[config.mk]
export PLATFORM = sky130hd
export DESIGN_NAME = gpr_port_sequencer_flat
export DESIGN_NICKNAME = d
export VERILOG_FILES = /design/src/rtl/gpr_port_sequencer_if.sv /design/src/rtl/gpr_port_sequencer.sv /design/src/flat_wrapper.sv
export SDC_FILE = /design/constraint.sdc
export NUM_CORES = 1
export LEC_CHECK = 0
export ABC_CLOCK_PERIOD_IN_PS = 1900
export BUFFER_PORTS_ARGS = -buffer_cell sky130_fd_sc_hd__buf_4
export CORE_MARGIN = 2
export CORE_UTILIZATION = 40
export CTS_CLUSTER_SIZE = 24
export DETAILED_ROUTE_END_ITERATION = 10
export PLACE_DENSITY = 0.7
export SKIP_CTS_REPAIR_TIMING = 1
export SLEW_MARGIN = 20
export SYNTH_ARGS = -nofsm -noshare
export SYNTH_HDL_FRONTEND = slang
export SYNTH_SLANG_ARGS = --single-unit
[constraint.sdc]
create_clock -name i_clk -period 1.9 [get_ports i_clk]
set_input_delay 0.095 -clock i_clk [delete_from_list [all_inputs] [get_ports i_clk]]
set_output_delay 0.095 -clock i_clk [all_outputs]
set_load 0.005 [all_outputs]
[src/rtl/gpr_port_sequencer_if.sv]
// Bundle of decode/execute handshakes and the register file GPR port.
// Latency: none, wiring only.
// Backpressure: carries the valid/ready pairs, the interface itself never stalls.
interface gpr_seq_if #(
  parameter int XLEN     = 32,
  parameter int L2_NREGS = 5
);
  logic                i_req_valid;
  logic                o_req_ready;
  logic [L2_NREGS-1:0] i_rs1;
  logic [L2_NREGS-1:0] i_rs2;
  logic                i_rs1_en;
  logic                i_rs2_en;
  logic                o_operands_valid;
  logic                i_operands_ready;
  logic [XLEN-1:0]     o_rs1_data;
  logic [XLEN-1:0]     o_rs2_data;
  logic                i_wb_valid;
  logic                o_wb_ready;
  logic [L2_NREGS-1:0] i_wb_rd;
  logic [XLEN-1:0]     i_wb_data;
  logic [L2_NREGS-1:0] o_select_gpr;
  logic                o_load_gpr;
  logic [XLEN-1:0]     o_data_to_load_gpr;
  logic [XLEN-1:0]     i_data_at_gpr;

  // Sequencer side.
  modport slave (
    input  i_req_valid, i_rs1, i_rs2, i_rs1_en, i_rs2_en, i_operands_ready,
    input  i_wb_valid, i_wb_rd, i_wb_data, i_data_at_gpr,
    output o_req_ready, o_operands_valid, o_rs1_data, o_rs2_data,
    output o_wb_ready, o_select_gpr, o_load_gpr, o_data_to_load_gpr
  );

  // Decode / execute / register file side.
  modport master (
    output i_req_valid, i_rs1, i_rs2, i_rs1_en, i_rs2_en, i_operands_ready,
    output i_wb_valid, i_wb_rd, i_wb_data, i_data_at_gpr,
    input  o_req_ready, o_operands_valid, o_rs1_data, o_rs2_data,
    input  o_wb_ready, o_select_gpr, o_load_gpr, o_data_to_load_gpr
  );
endinterface

[src/rtl/gpr_port_sequencer.sv]
// Serialises operand fetches and writebacks onto the single register file GPR port.
// Latency: operands valid 2 cycles after accept (both needed), 1 cycle otherwise; writes drain 1 cycle after accept at the earliest.
// Backpressure: req_ready only in IDLE with no pending write; wb_ready while the one-entry write buffer is empty.
module gpr_port_sequencer #(
  parameter int XLEN     = 32,
  parameter int L2_NREGS = 5
) (
  input logic      i_clk,
  input logic      i_rst_n,
  gpr_seq_if.slave bus
);

  typedef enum logic [1:0] {IDLE, RD1, RD2, DONE} state_t;

  state_t              state;
  logic [L2_NREGS-1:0] rs1_q;
  logic [L2_NREGS-1:0] rs2_q;
  logic                rs2_need_q;
  logic                valid_q;
  logic [XLEN-1:0]     rs1_data;
  logic [XLEN-1:0]     rs2_data;
  logic                wb_pend;
  logic [L2_NREGS-1:0] wb_rd;
  logic [XLEN-1:0]     wb_data;

  logic rs1_need;
  logic rs2_need;
  logic req_acc;
  logic wb_acc;
  logic wr_cycle;

  // x0 reads are free: an operand only costs a port cycle when enabled and nonzero.
  assign rs1_need = bus.i_rs1_en && (bus.i_rs1 != '0);
  assign rs2_need = bus.i_rs2_en && (bus.i_rs2 != '0);
  // A pending write must drain before a read may start.
  assign req_acc  = bus.i_req_valid && (state == IDLE) && !wb_pend;
  assign wb_acc   = bus.i_wb_valid && !wb_pend;
  // The read owns the port in RD1/RD2; writes use it only in IDLE/DONE.
  assign wr_cycle = wb_pend && ((state == IDLE) || (state == DONE));

  assign bus.o_req_ready        = (state == IDLE) && !wb_pend;
  assign bus.o_wb_ready         = !wb_pend;
  assign bus.o_operands_valid   = valid_q;
  assign bus.o_rs1_data         = rs1_data;
  assign bus.o_rs2_data         = rs2_data;
  assign bus.o_load_gpr         = wr_cycle;
  assign bus.o_data_to_load_gpr = wb_data;

  // Port select: read index during RD1/RD2, write index during a drain, else 0.
  always_comb begin
    bus.o_select_gpr = '0;
    case (state)
      RD1:     bus.o_select_gpr = rs1_q;
      RD2:     bus.o_select_gpr = rs2_q;
      default: if (wr_cycle) bus.o_select_gpr = wb_rd;
    endcase
  end

  // Read FSM with registered operand outputs and valid flag.
  always_ff @(posedge i_clk or negedge i_rst_n) begin
    if (!i_rst_n) begin
      state      <= IDLE;
      rs1_q      <= '0;
      rs2_q      <= '0;
      rs2_need_q <= 1'b0;
      valid_q    <= 1'b0;
      rs1_data   <= '0;
      rs2_data   <= '0;
    end else begin
      case (state)
        IDLE: begin
          if (req_acc) begin
            rs1_q      <= bus.i_rs1;
            rs2_q      <= bus.i_rs2;
            rs2_need_q <= rs2_need;
            if (!rs1_need) rs1_data <= '0;
            if (!rs2_need) rs2_data <= '0;
            if (rs1_need)      state <= RD1;
            else if (rs2_need) state <= RD2;
            else begin
              state   <= DONE;
              valid_q <= 1'b1;
            end
          end
        end
        RD1: begin
          rs1_data <= bus.i_data_at_gpr;
          if (rs2_need_q) state <= RD2;
          else begin
            state   <= DONE;
            valid_q <= 1'b1;
          end
        end
        RD2: begin
          rs2_data <= bus.i_data_at_gpr;
          state    <= DONE;
          valid_q  <= 1'b1;
        end
        DONE: begin
          if (bus.i_operands_ready) begin
            state   <= IDLE;
            valid_q <= 1'b0;
          end
        end
        default: state <= IDLE;
      endcase
    end
  end

  // One-entry write buffer: fill on accept (x0 writes dropped), clear on drain.
  always_ff @(posedge i_clk or negedge i_rst_n) begin
    if (!i_rst_n) begin
      wb_pend <= 1'b0;
      wb_rd   <= '0;
      wb_data <= '0;
    end else if (wr_cycle) begin
      wb_pend <= 1'b0;
    end else if (wb_acc && (bus.i_wb_rd != '0)) begin
      wb_pend <= 1'b1;
      wb_rd   <= bus.i_wb_rd;
      wb_data <= bus.i_wb_data;
    end
  end

endmodule

[src/flat_wrapper.sv]
// flat-port wrapper written by rule: the top's interface ports become plain ports
module gpr_port_sequencer_flat 
#(
  parameter int XLEN     = 32,
  parameter int L2_NREGS = 5
)
  (i_clk, i_rst_n, bus_i_req_valid, bus_i_rs1, bus_i_rs2, bus_i_rs1_en, bus_i_rs2_en, bus_i_operands_ready, bus_i_wb_valid, bus_i_wb_rd, bus_i_wb_data, bus_i_data_at_gpr, bus_o_req_ready, bus_o_operands_valid, bus_o_rs1_data, bus_o_rs2_data, bus_o_wb_ready, bus_o_select_gpr, bus_o_load_gpr, bus_o_data_to_load_gpr);
  gpr_seq_if #(.XLEN(XLEN), .L2_NREGS(L2_NREGS)) bus_i ();
  input logic i_clk;
  input logic i_rst_n;
  input wire logic [$bits(bus_i.i_req_valid)-1:0] bus_i_req_valid;
  input wire logic [$bits(bus_i.i_rs1)-1:0] bus_i_rs1;
  input wire logic [$bits(bus_i.i_rs2)-1:0] bus_i_rs2;
  input wire logic [$bits(bus_i.i_rs1_en)-1:0] bus_i_rs1_en;
  input wire logic [$bits(bus_i.i_rs2_en)-1:0] bus_i_rs2_en;
  input wire logic [$bits(bus_i.i_operands_ready)-1:0] bus_i_operands_ready;
  input wire logic [$bits(bus_i.i_wb_valid)-1:0] bus_i_wb_valid;
  input wire logic [$bits(bus_i.i_wb_rd)-1:0] bus_i_wb_rd;
  input wire logic [$bits(bus_i.i_wb_data)-1:0] bus_i_wb_data;
  input wire logic [$bits(bus_i.i_data_at_gpr)-1:0] bus_i_data_at_gpr;
  output wire logic [$bits(bus_i.o_req_ready)-1:0] bus_o_req_ready;
  output wire logic [$bits(bus_i.o_operands_valid)-1:0] bus_o_operands_valid;
  output wire logic [$bits(bus_i.o_rs1_data)-1:0] bus_o_rs1_data;
  output wire logic [$bits(bus_i.o_rs2_data)-1:0] bus_o_rs2_data;
  output wire logic [$bits(bus_i.o_wb_ready)-1:0] bus_o_wb_ready;
  output wire logic [$bits(bus_i.o_select_gpr)-1:0] bus_o_select_gpr;
  output wire logic [$bits(bus_i.o_load_gpr)-1:0] bus_o_load_gpr;
  output wire logic [$bits(bus_i.o_data_to_load_gpr)-1:0] bus_o_data_to_load_gpr;
  assign bus_i.i_req_valid = bus_i_req_valid;
  assign bus_i.i_rs1 = bus_i_rs1;
  assign bus_i.i_rs2 = bus_i_rs2;
  assign bus_i.i_rs1_en = bus_i_rs1_en;
  assign bus_i.i_rs2_en = bus_i_rs2_en;
  assign bus_i.i_operands_ready = bus_i_operands_ready;
  assign bus_i.i_wb_valid = bus_i_wb_valid;
  assign bus_i.i_wb_rd = bus_i_wb_rd;
  assign bus_i.i_wb_data = bus_i_wb_data;
  assign bus_i.i_data_at_gpr = bus_i_data_at_gpr;
  assign bus_o_req_ready = bus_i.o_req_ready;
  assign bus_o_operands_valid = bus_i.o_operands_valid;
  assign bus_o_rs1_data = bus_i.o_rs1_data;
  assign bus_o_rs2_data = bus_i.o_rs2_data;
  assign bus_o_wb_ready = bus_i.o_wb_ready;
  assign bus_o_select_gpr = bus_i.o_select_gpr;
  assign bus_o_load_gpr = bus_i.o_load_gpr;
  assign bus_o_data_to_load_gpr = bus_i.o_data_to_load_gpr;
  gpr_port_sequencer #(.XLEN(XLEN), .L2_NREGS(L2_NREGS)) u_core (.i_clk(i_clk), .i_rst_n(i_rst_n), .bus(bus_i));
endmodule
# Word-level counts from Yosys, hierarchy flattened
# Index checks and enable logic that the tools add are counted.
word_totals:
  regBits: 116
  in_bits: 86
  out_inout_bits: 105
  word_cells: 64
classes:
  n_eq_ne: 8
  mux: 22
  bitwise_logic: 1
  n_reduce_logical: 23
op_table:
  columns: ["cell", "count"]
  rows:
  - ["32-bit two-way mux", 4]
  - ["32-bit one-hot mux with 2 select lines", 2]
  - ["5-bit nonzero test", 3]
  - ["5-bit one-hot mux with 2 select lines", 1]
  - ["1-bit two-way mux", 9]
  - ["1-bit logical AND", 8]
  - ["2-bit inequality test (second input constant)", 4]
  - ["2-bit one-hot mux with 4 select lines", 1]
  - ["2-bit two-way mux", 3]
  - ["2-bit AND reduction", 3]
  - ["3-bit AND reduction", 2]
  - ["2-bit nonzero test", 3]
  - ["5-bit two-way mux", 1]
  - ["5-bit AND reduction", 1]
  - ["2-bit == test (second input constant)", 2]
  - ["1-bit one-hot mux with 4 select lines", 1]
  - ["2-bit by 1-bit == test with 1-bit output (second input constant)", 1]
  - ["2-bit logical NOT", 1]
  - ["2-bit by 1-bit inequality test with 1-bit output (second input constant)", 1]
  - ["1-bit logical NOT", 1]
  - ["1-bit logical OR", 1]
  - ["1-bit inverter", 1]

# Depth between registers and ports, before layout
# Gate-level depths: netlist of run 1.
logic_depth:
  depth_word: 6
  depth_mapped: 8
  mapped_depth_nobuf: 6

# Worst setup path after synthesis of run 1
# OpenSTA, ideal clock, no wires.
synth_timing:
  path_type: "reg-to-reg"
  start: "register u_core.state[0]"
  end: "register u_core.state[1]"
  setup_time_ns: 0.125
  arrival_time_ns: 1.851
  required_time_ns: 1.775
  path_slack_ns: -0.075
  path_stages_with_launch: 8
  path_buffers: 1
  period_less_slack_ns: 1.975
  path_cell_list: "dfrtp_1 > inv_1 > ha_1 > buf_2 > nor2b_1 > nand2_1 > a21oi_1 > mux2_2"
synth_between:
  elab_chain_cells: 5
  elab_cells_between_ends: 10
  classes_between: "5 x eq/ne; 1 x mux; 4 x reduce/logical"
synth_rtl:
  columns: ["item", "line", "rtl"]
  rows:
  - ["start, declared", "gpr_port_sequencer.sv:15", "state_t state;"]
  - ["start signal, assigned", "gpr_port_sequencer.sv:62", "state <= IDLE;"]
  - ["start signal, assigned", "gpr_port_sequencer.sv:78", "if (rs1_need) state <= RD1;"]
  - ["start signal, assigned", "gpr_port_sequencer.sv:79", "else if (rs2_need) state <= RD2;"]
  - ["2-bit logical NOT", "gpr_port_sequencer.sv:36, gpr_port_sequencer.sv:70", null]
  - ["1-bit logical AND (2 in series)", "gpr_port_sequencer.sv:36", "assign req_acc = bus.i_req_valid && (state == IDLE) && !wb_pend;"]
  - ["2-bit by 1-bit inequality test with 1-bit output (no source line)", null, null]
  - ["2-bit AND reduction (no source line)", null, null]
# Several ways; a longest one is shown, not always the timed one.
# A chain may end at the register's enable or synchronous reset.

# Worst setup path in the final report of run 1
layout_timing:
  start: "input port bus_i_rs1[4]"
  end: "register u_core.rs1_data[13], in the netlist u_core.bus.o_rs1_data[13]"
layout_between:
  elab_chain_cells: 4
layout_rtl:
  columns: ["item", "line", "rtl"]
  rows:
  - ["start, declared", "flat_wrapper.sv:12", "input wire logic [$bits(bus_i.i_rs1)-1:0] bus_i_rs1;"]
  - ["5-bit nonzero test", "gpr_port_sequencer.sv:33", "assign rs1_need = bus.i_rs1_en && (bus.i_rs1 != '0);"]
  - ["1-bit logical AND", "gpr_port_sequencer.sv:33", null]
  - ["2-bit inequality test (no source line)", null, null]
  - ["3-bit AND reduction (no source line)", null, null]
  - ["end signal, assigned", "gpr_port_sequencer.sv:87", "rs1_data <= bus.i_data_at_gpr;"]
  - ["end, declared", "gpr_port_sequencer.sv:20", "logic [XLEN-1:0] rs1_data;"]
# No other way between the ends.

==> results of run 1 <==
-- state kept, by name, indices dropped and copies added (netlist names) --
name / flops
u_core.rs1_q: 5
u_core.bus.o_rs2_data: 32
u_core.rs2_q: 5
u_core.wb_pend: 1
u_core.bus.o_rs1_data: 32
u_core.rs2_need_q: 1
u_core.bus.o_operands_valid: 1
u_core.state: 2
u_core.bus.o_data_to_load_gpr: 32
u_core.wb_rd: 5
-- synth_stat cells, types with 2 or more instances --
cell      number  area (um^2)
nand2_1       58        217.7
clkbuf_1       6        22.52
dfrtp_1      116         2903
ha_1           5        62.56
mux2_2        42        473.0
a22o_1        38        332.8
mux2i_1       33        330.3
a21oi_1        2        10.01
buf_2          4        20.02
or4_1          3        22.52
nor2b_1        5        31.28
buf_4          6        45.04
buf_8          3        45.04
nor2_1         3        11.26
inv_1         38        142.6
buf_6          3        33.78
o21ai_0        8        40.04
-- metal layers --
| metal | routed length [um] | part of all wire, % | global-route usage, % | up-vias |
|---|---|---|---|---|
| met2 | 6904 | 52 | 30.30 | 132 |
| met3 | 675 | 5.1 | 5.611 | 22 |
| met4 | 303 | 2.3 | 8.374 | 0 |
| met5 | 0 | 0 | 0 | - |
| met1 | 5460 | 41 | 23.08 | 1992 |
| li1 | - | - | - | 1900 |
-- report_power, final --
group / internal (mW) / switching [mW] / total (mW)
sequential: 3.53 / 0.609 / 4.14
combinational: 3.22 / 2.30 / 5.52
clock: 2.36 / 1.09 / 3.45
total: 9.11 / 4.00 / 13.1
-- critical path, cell delays in order --
cell,delay [ns]
dlygate4sd3_1,0.53
buf_4,0.13
or4_1,0.41
o21a_2,0.28
o22ai_4,0.17
buf_4,0.15
buf_12,0.14
mux2i_1,0.31
-- path summary, 6_finish.rpt --
kind,start,end,depth (start not counted)
max reg2reg,u_core.state[0]$_DFFE_PN0P_,u_core.bus.o_rs1_data[13]$_DFFE_PN0P_,8
max in group asynchronous,i_rst_n,u_core.state[0]$_DFFE_PN0P_,3
min in group asynchronous,i_rst_n,u_core.bus.o_rs2_data[20]$_DFFE_PN0P_,3
min,bus_i_rs2_en,u_core.rs2_need_q$_DFFE_PN0P_,3
min reg2reg,u_core.wb_rd[4]$_DFFE_PN0P_,u_core.wb_rd[4]$_DFFE_PN0P_,2
max,bus_i_rs1[4],u_core.bus.o_rs1_data[13]$_DFFE_PN0P_,8
-- cell type report --
cell class / instances / area (um^2)
clock buffer: 23 / 498.0
clock inverter: 9 / 147.6
fill: 869 / 3852
inverter: 38 / 142.6
multi-input combinational: 211 / 1734
sequential: 116 / 2904
tap: 147 / 183.9
timing repair buffer: 291 / 2499
-- cells in the final DEF (no fill, tap or decap), types with 2 or more instances in the layout --
| master | n |
|---|---|
| nand2_1 | 57 |
| clkinv_2 | 4 |
| clkbuf_16 | 19 |
| ha_1 | 2 |
| dlygate4sd3_1 | 80 |
| nor2_1 | 3 |
| mux2_2 | 42 |
| inv_1 | 36 |
| nor2b_1 | 4 |
| bufinv_16 | 4 |
| buf_4 | 202 |
| mux2i_1 | 33 |
| a21oi_1 | 2 |
| ha_4 | 3 |
| or4_1 | 3 |
| inv_2 | 2 |
| clkbuf_8 | 5 |
| a22o_1 | 38 |
| o21ai_0 | 8 |
| dfrtp_1 | 115 |
| buf_12 | 6 |
-- per-stage QoR --
| step | utilization (%) | total power [mW] | hold slack (ns) |
|---|---|---|---|
| 3_5_place_dp | 54.61 | 9.210 | 0.2452 |
| 6_report | 67.79 | 13.11 | 0.03986 |
| 3_3_place_gp | 54.61 | 9.013 | 0.2319 |
| 5_1_grt | 67.79 | 13.87 | 0.04958 |
| 4_1_cts | 60.01 | 12.71 | -0.1950 |
| 2_1_floorplan | - | 6.820 | -0.2006 |
-- kinds of logic (layout without fill, tap and decap cells) --
| kind of cell | after synthesis | count (layout) | share of synthesized area [%] |
|---|---|---|---|
| AOI/OAI and AO/OA | 59 | 59 | 10.31 |
| adders and majority gates | 5 | 5 | 1.279 |
| DFF | 116 | 116 | 59.33 |
| and+or+nand+nor | 71 | 71 | 6.112 |
| muxes | 76 | 76 | 16.65 |
| buffers and inverters | 60 | 361 | 6.317 |
==> load_flow_metrics.sql, run 1 <==
INSERT INTO impl_metrics (metric_group, metric, value, unit) VALUES
('worst_setup_path', 'endpoint_kind', 'flip-flop', ''),
('outcome', 'status', 'finished, violations left', ''),
('clock_network', 'htree_num_levels', '4', ''),
('sta', 'max_freq', '519.2', 'MHz'),
('worst_setup_path', 'crit_type', 'primary input to flip-flop', ''),
('power', 'static-leakage-power', '3.893', 'nW'),
('synthesis', 'syn_area', '4892', 'um^2'),
('place', 'postPlaceCellArea', '6533', 'um^2'),
('synthesis', 'synth_ff_type', 'dfrtp_1', ''),
('layout', 'area_growth', '65.75', '%'),
('clock_network', 'cts_sinks', '116', ''),
('min_path', 'holdCritPathClass', 'primary input to flip-flop', ''),
('synthesis', 'synth-warning-count', '0', ''),
('sta', 'worst-slew-pin-transition', '0.6179', 'ns'),
('floorplan', 'die-width', '114.6', 'um'),
('power', 'power_per_standard_cell_area', '1617', 'nW/um^2'),
('routing', 'ant_nets', '0', ''),
('outcome', 'failed_checks', 'setup timing', ''),
('worst_setup_path', 'required_time_worst_endpoint', '2.20', 'ns'),
('routing', 'detailedRoute.firstPassIterationCount', '4', ''),
('sta', 'layout_min_cycle_time', '1.926', 'ns'),
('routing', 'route.detailed.vias_per_inst', '4.846', ''),
('floorplan', 'floorplan.die.height', '114.6', 'um'),
('synthesis', 'synth_cell_type_count', '31', ''),
('worst_setup_path', 'path_max_fanout', '10', ''),
('place', 'post-dp-hpwl', '8551', 'um'),
('layout', 'fin_nets', '766', ''),
('routing', 'drt_iter0_drc', '277', ''),
('place', 'place.detailed.instances', '718', ''),
('sta', 'timing_hold_violations_final', '0', ''),
('clock_network', 'root_buf_cell', 'clkbuf_16', ''),
('routing', 'vias', '4046', ''),
('clock_network', 'num_cts_buffers', '17', ''),
('sta', 'final_critical_path_setup_slack', '-0.02594', 'ns'),
('synthesis', 'synth-seq-cells', '116', ''),
('sta', 'final-max-slew-violation-count', '0', ''),
('layout', 'drive_gt1_share', '43.31', '%'),
('sta', 'finClkSkew', '0.004951', 'ns'),
('worst_setup_path', 'ff2ff_setup_slack', '0', 'ns'),
('worst_setup_path', 'critical_path_arrival', '2.22', 'ns'),
('global_routing', 'global_route.overflow_total', '0', ''),
('floorplan', 'coreArea', '11960', 'um^2'),
('synthesis', 'number_of_enable_type_register_cells_in_the_synthesized_netlist', '0', ''),
('global_routing', 'via_count_of_the_first_global_routing_pass', '3780', ''),
('sta', 'fin_setup_tns', '-0.02594', 'ns'),
('synthesis', 'async_flop_share', '100.0', '%'),
('synthesis', 'synthesis.instances', '387', ''),
('floorplan', 'die_area', '13130', 'um^2'),
('synthesis', 'postSynthNetCount', '478', ''),
('clock_network', 'worstSkewPairLatency', '0.41', 'ns'),
('routing', 'drc', '0', ''),
('sta', 'setup-violations-final', '1', ''),
('clock_network', 'clock_tree.buffer_depth', '2', ''),
('synthesis', 'yosysSeqAreaShare', '59.34', '%'),
('layout', 'design_area_final', '8109', 'um^2'),
('routing', 'route.final.wire_length', '13340', 'um'),
('place', 'globalplace.congestion', '0.8244', ''),
('global_routing', 'grt_first_pass_wirelength', '18860', 'um'),
('floorplan', 'num_rows', '40', ''),
('global_routing', 'grt_use_total', '18.70', '%'),
('clock_network', 'path_clk_slew', '0.05', 'ns'),
('floorplan', 'ports', '191', ''),
('place', 'io_buf_count', '190', ''),
('sta', 'rsz0062_at_grt', 'yes', ''),
('place', 'preCtsSetupSlack', '-0.001425', 'ns'),
('synthesis', 'post_synth.cell_area_avg', '12.64', 'um^2'),
('sta', 'layout_worst_path_cycle_share', '101.4', '%'),
('floorplan', 'floorplan.initialDensity', '40.90', '%'),
('worst_setup_path', 'cp-start-kind', 'primary input', ''),
('layout', 'antennaDiodeCount', '0', ''),
('job', 'max_cap_violations', '0', ''),
('sta', 'timing.max_slew.rel_slack', '58.81', '%'),
('global_routing', 'antenna_found_initial', '0', ''),
('global_routing', 'grt_max_degree', '117', ''),
('routing', 'detail_route.wl_per_cell', '15.98', 'um'),
('clock_network', 'cts_tree', 'built', ''),
('power', 'ir_drop', '0.0008465', 'V'),
('layout', 'final_cell_count_no_fill', '835', '');
Note: power is estimated with default switching activity, not from simulation.
==> inputs of run 2 (changes only) <==
--- a/config.mk
+++ b/config.mk
@@ -5,6 +5,7 @@
 export SDC_FILE = /design/constraint.sdc
 export NUM_CORES = 1
 export LEC_CHECK = 0
+export ABC_AREA = 1
 export ABC_CLOCK_PERIOD_IN_PS = 1900
 export BUFFER_PORTS_ARGS = -buffer_cell sky130_fd_sc_hd__buf_4
 export CORE_MARGIN = 2
==> run 2 against run 1 <==
Against the previous run:
- critical path type is now flip-flop to primary output
- hold slack lost 0.076 ns
- first-iteration DRC count grew 20%
- the run ends with hold timing left
- clock-buffer cell count shrank 1
- highest routed layer unchanged
- synthesized cell count grew 41%
- global-route usage grew 1.6 points
- non-clock buffer count shrank 13
==> load_flow_metrics.sql, run 2 <==
INSERT INTO impl_metrics (metric_group, metric, value, unit) VALUES
('outcome', 'status', 'finished, violations left', ''),
('outcome', 'failed_checks', 'hold timing', ''),
('min_path', 'holdCritPathClass', 'primary input to flip-flop', ''),
('sta', 'max_freq', '536.5', 'MHz'),
('clock_network', 'cts_tree', 'built', ''),
('clock_network', 'num_cts_buffers', '17', ''),
('sta', 'layout_min_cycle_time', '1.864', 'ns'),
('floorplan', 'die-width', '114.1', 'um'),
('place', 'io_buf_count', '190', ''),
('routing', 'drc', '0', ''),
('power', 'intPower', '7.940', 'mW'),
('global_routing', 'global_route.overflow_total', '0', ''),
('synthesis', 'area_fraction_of_the_dominant_cell_type_after_synthesis', '59.90', '%'),
('worst_setup_path', 'worst_path_most_repeated_cell', 'buf_6', ''),
('floorplan', 'floorplan.initialDensity', '40.68', '%'),
('synthesis', 'yosys.cell_count.top_type', 'nand2_1', ''),
('synthesis', 'netlist_top_cells_count', 'nand2_1 (203), dfrtp_1 (116), inv_1 (46)', ''),
('layout', 'nFillCells', '909', ''),
('synthesis', 'async_flop_share', '100.0', '%'),
('worst_setup_path', 'crit-reg2reg-launch', 'u_core.state[1]$_DFFE_PN0P_', ''),
('clock_network', 'path_clk_slew', '0.05', 'ns'),
('clock_network', 'cts_sinks', '116', ''),
('floorplan', 'die_area', '13010', 'um^2'),
('layout', 'fin_nets', '903', ''),
('routing', 'drt_iter0_drc', '332', ''),
('sta', 'fin_setup_tns', '0', 'ns'),
('synthesis', 'number_of_enable_type_register_cells_in_the_synthesized_netlist', '0', ''),
('synthesis', 'synthesis.instances', '544', ''),
('synthesis', 'yosysSeqAreaShare', '59.90', '%'),
('routing', 'detailedRoute.firstPassIterationCount', '5', ''),
('worst_setup_path', 'critical_path.cell_chain', 'inv_2 > buf_6 > ha_4 > buf_6 > a22o_1 > buf_4', ''),
('routing', 'vias', '4673', ''),
('worst_setup_path', 'ff2ff_setup_slack', '0.11', 'ns'),
('sta', 'timing_hold_violations_final', '4', ''),
('floorplan', 'ports', '191', ''),
('global_routing', 'antenna_found_initial', '0', ''),
('global_routing', 'grt_max_degree', '65', ''),
('synthesis', 'postSynthNetCount', '635', ''),
('sta', 'timing.max_slew.rel_slack', '77.03', '%'),
('job', 'max_cap_violations', '0', ''),
('layout', 'final_core_utilization', '66.06', '%'),
('worst_setup_path', 'critPathSlowestCell', 'dfrtp_1', ''),
('sta', 'holdWs', '-0.03630', 'ns'),
('power', 'totalPowerFinal', '12.23', 'mW'),
('synthesis', 'synth-seq-cells', '116', ''),
('clock_network', 'root_buf_cell', 'clkbuf_16', ''),
('worst_setup_path', 'crit_start', 'u_core.state[1]$_DFFE_PN0P_', ''),
('floorplan', 'floorplan.die.height', '114.1', 'um'),
('layout', 'area_growth', '62.38', '%'),
('power', 'ir_drop', '0.0007671', 'V'),
('sta', 'final-max-slew-violation-count', '0', ''),
('worst_setup_path', 'path_max_fanout', '5', ''),
('sta', 'finClkSkew', '0.006670', 'ns'),
('layout', 'most_common_library_cell_in_the_layout_ignoring_fill_and_taps', 'nand2_1', ''),
('floorplan', 'coreArea', '11910', 'um^2'),
('synthesis', 'syn_area', '4846', 'um^2'),
('synthesis', 'synth_cell_type_count', '23', ''),
('global_routing', 'via_count_of_the_first_global_routing_pass', '4258', ''),
('layout', 'drive_gt1_share', '30.42', '%'),
('synthesis', 'synthDominantAreaCellType', 'dfrtp_1', ''),
('worst_setup_path', 'endpoint_kind', 'primary output', ''),
('power', 'p_switching', '4.291', 'mW'),
('power', 'static-leakage-power', '4.137', 'nW'),
('clock_network', 'worstSkewPairLatency', '0.40', 'ns'),
('power', 'power_per_standard_cell_area', '1554', 'nW/um^2'),
('synthesis', 'post_synth.cell_area_avg', '8.908', 'um^2'),
('sta', 'setup-violations-final', '0', ''),
('power', 'share_seq_of_total_power', '32.7', '%'),
('routing', 'ant_nets', '0', ''),
('routing', 'route.detailed.vias_per_inst', '4.808', ''),
('layout', 'antennaDiodeCount', '0', ''),
('global_routing', 'grt_first_pass_wirelength', '20840', 'um'),
('clock_network', 'htree_num_levels', '4', ''),
('routing', 'detail_route.wl_per_cell', '14.90', 'um'),
('clock_network', 'clock_tree.buffer_depth', '2', ''),
('layout', 'mostFrequentLayoutCells', 'nand2_1 (203), buf_4 (199), dfrtp_1 (115), dlygate4sd3_1 (72), inv_1 (44)', ''),
('worst_setup_path', 'crit_type', 'flip-flop to primary output', ''),
('floorplan', 'num_rows', '40', ''),
('worst_setup_path', 'crit_path_end', 'bus_o_select_gpr[0]', ''),
('place', 'globalplace.congestion', '0.7665', ''),
('sta', 'layout_worst_path_cycle_share', '98.11', '%'),
('synthesis', 'synth_ff_type', 'dfrtp_1', ''),
('min_path', 'min_path_cells', '3', ''),
('worst_setup_path', 'required_time_worst_endpoint', '1.80', 'ns'),
('worst_setup_path', 'critical-path-max-stage-delay', '0.42', 'ns'),
('worst_setup_path', 'critical_path_arrival', '1.77', 'ns'),
('synthesis', 'synth-warning-count', '0', ''),
('worst_setup_path', 'cp-start-kind', 'flip-flop', ''),
('worst_setup_path', 'timing.rr.end', 'u_core.bus.o_operands_valid$_DFFE_PN0P_', ''),
('power', 'pwr-share-clk', '26.1', '%'),
('power', 'power.switching_fraction', '35.08', '%'),
('power', 'power_frac_comb', '41.2', '%'),
('sta', 'worst-slew-pin-transition', '0.3445', 'ns'),
('synthesis', 'synth_top_cells_by_area', 'dfrtp_1 (60%), nand2_1 (16%), o21ai_0 (4.2%), nand3_1 (4.0%), inv_1 (3.6%)', ''),
('worst_setup_path', 'reg2reg_path_depth', '11', ''),
('routing', 'route.final.wire_length', '14490', 'um'),
('global_routing', 'grt_use_total', '20.34', '%'),
('place', 'post-dp-hpwl', '9157', 'um');
run 2: cell count changes in the layout (fill, tap and decap cells not counted), moves of 5 or more:
cell,change
o21ai_0,+33
mux2i_1,-33
mux2_2,-42
a22o_1,-28
nor2_1,+5
nand3_1,+37
o21ai_1,+33
inv_1,+8
dlygate4sd3_1,-8
nand2_1,+146
run 2: cell families (layout without fill, tap and decap cells):
logic type,after synthesis,after routing,share of synthesized area (%)
AND/OR/NAND/NOR,258,258,21.87
flip-flops,116,116,59.90
adder cells (fa/ha/maj),5,5,1.291
buffers and inverters,77,358,6.971
AO/OA/AOI/OAI,88,88,9.967
run 2: metal layers:
layer,GRT usage [%],up-vias,wire (um)
met5,0,-,0
met4,7.967,0,272
met3,4.606,20,591
met2,35.08,146,7856
met1,24.85,2244,5768
li1,-,2263,-
run 2: worst min path at each step:
stage,slack [ns],to,start
final,-0.04,u_core.bus.o_data_to_load_gpr[22]$_DFFE_PN0P_,bus_i_wb_data[22]
after global routing,0.003,u_core.bus.o_data_to_load_gpr[22]$_DFFE_PN0P_,bus_i_wb_data[22]
after CTS,-0.46,u_core.bus.o_data_to_load_gpr[7]$_DFFE_PN0P_,i_rst_n
after detailed placement,-0.03,u_core.bus.o_data_to_load_gpr[0]$_DFFE_PN0P_,i_rst_n
after global placement,-0.04,u_core.bus.o_data_to_load_gpr[7]$_DFFE_PN0P_,i_rst_n
after floorplan,-0.20,u_core.bus.o_data_to_load_gpr[0]$_DFFE_PN0P_,i_rst_n
run 2: cell type report:
class,instances,area (um^2),share of cell area [%]
Multi-Input combinational cell,351,1664,21.15
Clock buffer,22,464.2,5.899
Clock inverter,10,130.1,1.654
Timing Repair Buffer,278,2337,29.70
Inverter,48,185.2,2.353
Sequential cell,116,2904,36.91
Tap cell,147,183.9,2.337
run 2: per-stage QoR:
stage                     cell area, um^2  setup WS, ns  std cells  hold WS (ns)
after floorplan                      4846        0.2577        544       -0.2006
after global placement               6442        0.1759        862      -0.03792
after detailed placement             6442       0.07186        862      -0.03337
after CTS                            7037       -0.2607        894       -0.4614
after global routing                 7869      -0.03039        972      0.003354
final                                7869       0.03594        972      -0.03630
run 2: worst max-delay path, delay by kind of cell (launching register included):
kind                     cells  cell delay [ns]
flip-flops                   1             0.42
adder cells (fa/ha/maj)      1             0.26
AO/OA/AOI/OAI                1             0.21
buffers and inverters        4             0.50
run 2: power groups by stage:
stage	Combinational (mW)	Clock (mW)	Sequential, mW
global route	5.57	3.36	4.10
finish	5.04	3.19	4.00
CTS	4.61	3.23	3.98
floorplan	2.40	0	3.97
detailed placement	4.58	0	3.99
global placement	4.44	0	3.96
==> inputs of run 3 (changes only) <==
--- a/config.mk
+++ b/config.mk
@@ -6,13 +6,12 @@
 export NUM_CORES = 1
 export LEC_CHECK = 0
 export ABC_AREA = 1
-export ABC_CLOCK_PERIOD_IN_PS = 1900
+export ABC_CLOCK_PERIOD_IN_PS = 2400
 export BUFFER_PORTS_ARGS = -buffer_cell sky130_fd_sc_hd__buf_4
 export CORE_MARGIN = 2
 export CORE_UTILIZATION = 40
-export CTS_CLUSTER_SIZE = 24
 export DETAILED_ROUTE_END_ITERATION = 10
-export PLACE_DENSITY = 0.7
+export PLACE_DENSITY = 0.68
 export SKIP_CTS_REPAIR_TIMING = 1
 export SLEW_MARGIN = 20
 export SYNTH_ARGS = -nofsm -noshare
==> constraint.sdc (replaced) <==
create_clock -name i_clk -period 2.4 [get_ports i_clk]
set_input_delay 0.12 -clock i_clk [delete_from_list [all_inputs] [get_ports i_clk]]
set_output_delay 0.12 -clock i_clk [all_outputs]
set_load 0.005 [all_outputs]
==> run 3 against run 2 <==
Against the previous run:
- the run still ends with hold timing left
- core utilization is 4.1 points lower
- hold slack better by 0.017 ns
- sequential power is 21% lower
- die area stayed put
- combinational power is 28% lower
- via count is 4.9% lower
- first-iteration DRC count is 29% lower
- final cell count is 3.4% lower
- critical endpoint is now bus_o_select_gpr[1]
- largest power group unchanged
==> load_flow_metrics.sql, run 3 (synthesis results as in run 2) <==
INSERT INTO impl_metrics (metric_group, metric, value, unit) VALUES
('routing', 'detailedRoute.firstPassIterationCount', '4', ''),
('routing', 'route.final.wire_length', '13430', 'um'),
('min_path', 'min_from', 'bus_i_data_at_gpr[6]', ''),
('sta', 'rsz0062_at_grt', 'no', ''),
('global_routing', 'grt_use_total', '20.38', '%'),
('min_path', 'hold_end', 'u_core.bus.o_rs2_data[6]$_DFFE_PN0P_', ''),
('sta', 'setup-violations-final', '0', ''),
('clock_network', 'htree_num_levels', '4', ''),
('global_routing', 'grt_max_degree', '65', ''),
('global_routing', 'grt_first_pass_wirelength', '20670', 'um'),
('power', 'ir_drop', '0.0006237', 'V'),
('place', 'io_buf_count', '190', ''),
('sta', 'max_freq', '460.1', 'MHz'),
('clock_network', 'clock_tree.buffer_depth', '2', ''),
('worst_setup_path', 'critical_path_arrival', '2.05', 'ns'),
('sta', 'fin_setup_tns', '0', 'ns'),
('layout', 'nFillCells', '1056', ''),
('routing', 'ant_nets', '0', ''),
('worst_setup_path', 'critical_path_buf_inv_count', '2', ''),
('worst_setup_path', 'path_max_fanout', '7', ''),
('floorplan', 'die-width', '114.1', 'um'),
('layout', 'fin_nets', '872', ''),
('layout', 'drive_gt1_share', '29.55', '%'),
('worst_setup_path', 'crit_type', 'flip-flop to primary output', ''),
('floorplan', 'ports', '191', ''),
('place', 'globalplace.congestion', '0.8089', ''),
('outcome', 'failed_checks', 'hold timing', ''),
('sta', 'layout_worst_path_cycle_share', '90.56', '%'),
('global_routing', 'via_count_of_the_first_global_routing_pass', '4142', ''),
('sta', 'worst-slew-pin-transition', '0.5943', 'ns'),
('worst_setup_path', 'ff2ff_setup_slack', '0.48', 'ns'),
('worst_setup_path', 'crit-reg2reg-launch', 'u_core.state[1]$_DFFE_PN0P_', ''),
('routing', 'drc', '0', ''),
('global_routing', 'global_route.overflow_total', '0', ''),
('worst_setup_path', 'critical_path.top_delay_family', 'adder cells', ''),
('clock_network', 'cts_sinks', '116', ''),
('job', 'max_cap_violations', '0', ''),
('clock_network', 'num_cts_buffers', '17', ''),
('sta', 'layout_min_cycle_time', '2.173', 'ns'),
('routing', 'vias', '4445', ''),
('worst_setup_path', 'reg2reg_path_depth', '9', ''),
('outcome', 'status', 'finished, violations left', ''),
('min_path', 'holdCritPathClass', 'primary input to flip-flop', ''),
('worst_setup_path', 'critical_path_depth', '5', ''),
('worst_setup_path', 'critPathSlowestCell', 'ha_1', ''),
('clock_network', 'worstSkewPairLatency', '0.40', 'ns'),
('clock_network', 'root_buf_cell', 'clkbuf_16', ''),
('clock_network', 'path_clk_slew', '0.05', 'ns'),
('power', 'power_per_standard_cell_area', '1203', 'nW/um^2'),
('worst_setup_path', 'critical-path-max-stage-delay', '0.40', 'ns'),
('floorplan', 'floorplan.initialDensity', '40.68', '%'),
('worst_setup_path', 'timing.rr.end', 'u_core.bus.o_rs2_data[21]$_DFFE_PN0P_', ''),
('sta', 'timing_hold_violations_final', '24', ''),
('layout', 'mostFrequentLayoutCells', 'nand2_1 (203), buf_4 (197), dfrtp_1 (116), dlygate4sd3_1 (47), inv_1 (46)', ''),
('layout', 'antennaDiodeCount', '0', ''),
('global_routing', 'antenna_found_initial', '0', ''),
('sta', 'finClkSkew', '0.006605', 'ns'),
('routing', 'detail_route.wl_per_cell', '14.30', 'um'),
('worst_setup_path', 'cp-start-kind', 'flip-flop', ''),
('clock_network', 'cts_tree', 'built', ''),
('worst_setup_path', 'critical_path.cell_chain', 'inv_1 > ha_1 > nor2_1 > a22o_1 > buf_4', ''),
('floorplan', 'coreArea', '11910', 'um^2'),
('routing', 'route.detailed.vias_per_inst', '4.734', ''),
('worst_setup_path', 'required_time_worst_endpoint', '2.28', 'ns'),
('place', 'post-dp-hpwl', '9346', 'um'),
('layout', 'most_common_library_cell_in_the_layout_ignoring_fill_and_taps', 'nand2_1', ''),
('min_path', 'min_path_cells', '3', ''),
('sta', 'timing.max_slew.rel_slack', '60.38', '%'),
('power', 'static-leakage-power', '3.955', 'nW'),
('floorplan', 'die_area', '13010', 'um^2'),
('sta', 'holdWs', '-0.01917', 'ns'),
('sta', 'final-max-slew-violation-count', '0', ''),
('worst_setup_path', 'endpoint_kind', 'primary output', ''),
('floorplan', 'floorplan.die.height', '114.1', 'um'),
('layout', 'area_growth', '52.31', '%'),
('floorplan', 'num_rows', '40', ''),
('routing', 'drt_iter0_drc', '237', '');
[run 3: cell count changes in the layout (fill, tap and decap cells not counted), sizes merged]
cell / change
dlygate4sd3: -25
inv: -1
clkinvlp: -2
buf: -6
bufinv: -3
clkinv: +3
clkbuf: +1
[run 3: worst min-delay path, cell delays in order]
cell	delay (ns)
buf_4	0.09
nand3_1	0.07
nand2_1	0.06
[run 3: how the worst max path moves through the flow]
stage                                            from                                    end  slack, ns
final                     u_core.state[0]$_DFFE_PN0P_                    bus_o_select_gpr[1]       0.23
after global routing      u_core.state[0]$_DFFE_PN0P_                    bus_o_select_gpr[1]       0.05
after CTS                 u_core.state[0]$_DFFE_PN0P_                    bus_o_select_gpr[1]       0.20
after detailed placement  u_core.state[1]$_DFFE_PN0P_  u_core.bus.o_rs2_data[21]$_DFFE_PN0P_       0.50
after global placement    u_core.state[0]$_DFFE_PN0P_   u_core.bus.o_rs2_data[0]$_DFFE_PN0P_       0.61
after floorplan           u_core.state[0]$_DFFE_PN0P_   u_core.bus.o_rs2_data[0]$_DFFE_PN0P_       0.76
[run 3: stage by stage]
step	total power, mW	instance area [um^2]	setup WS [ns]	utilization [%]	cells
after floorplan	5.040	4846	0.7577	-	544
after global placement	6.617	6417	0.6092	53.88	862
after detailed placement	6.728	6417	0.4993	53.88	862
after CTS	8.897	6910	0.2033	58.01	892
after global routing	9.549	7381	0.04943	61.96	939
final	8.877	7381	0.2265	61.96	939
[run 3: final cells by class]
type                            instances  area (um^2)  share of cell area, %
Clock buffer                           23        457.9                  6.204
Multi-Input combinational cell        351         1610                  21.82
Sequential cell                       116         2903                  39.33
Inverter                               48        181.4                  2.458
Tap cell                              147        183.9                  2.492
Clock inverter                          7        35.03                 0.4747
Timing Repair Buffer                  247         2009                  27.22
[run 3: layer usage]
layer	GRT usage (%)	vias to the layer above	part of all wire (%)
met3	4.394	9	4.0
met1	25.96	2118	42
met2	34.60	122	53
met5	0	-	0
met4	6.992	0	1.0
li1	-	2196	-
[run 3: report_power, final]
part           internal [mW]  switching [mW]  total [mW]
sequential              2.71           0.437        3.15
combinational           1.68            1.94        3.62
clock                   1.32           0.796        2.11
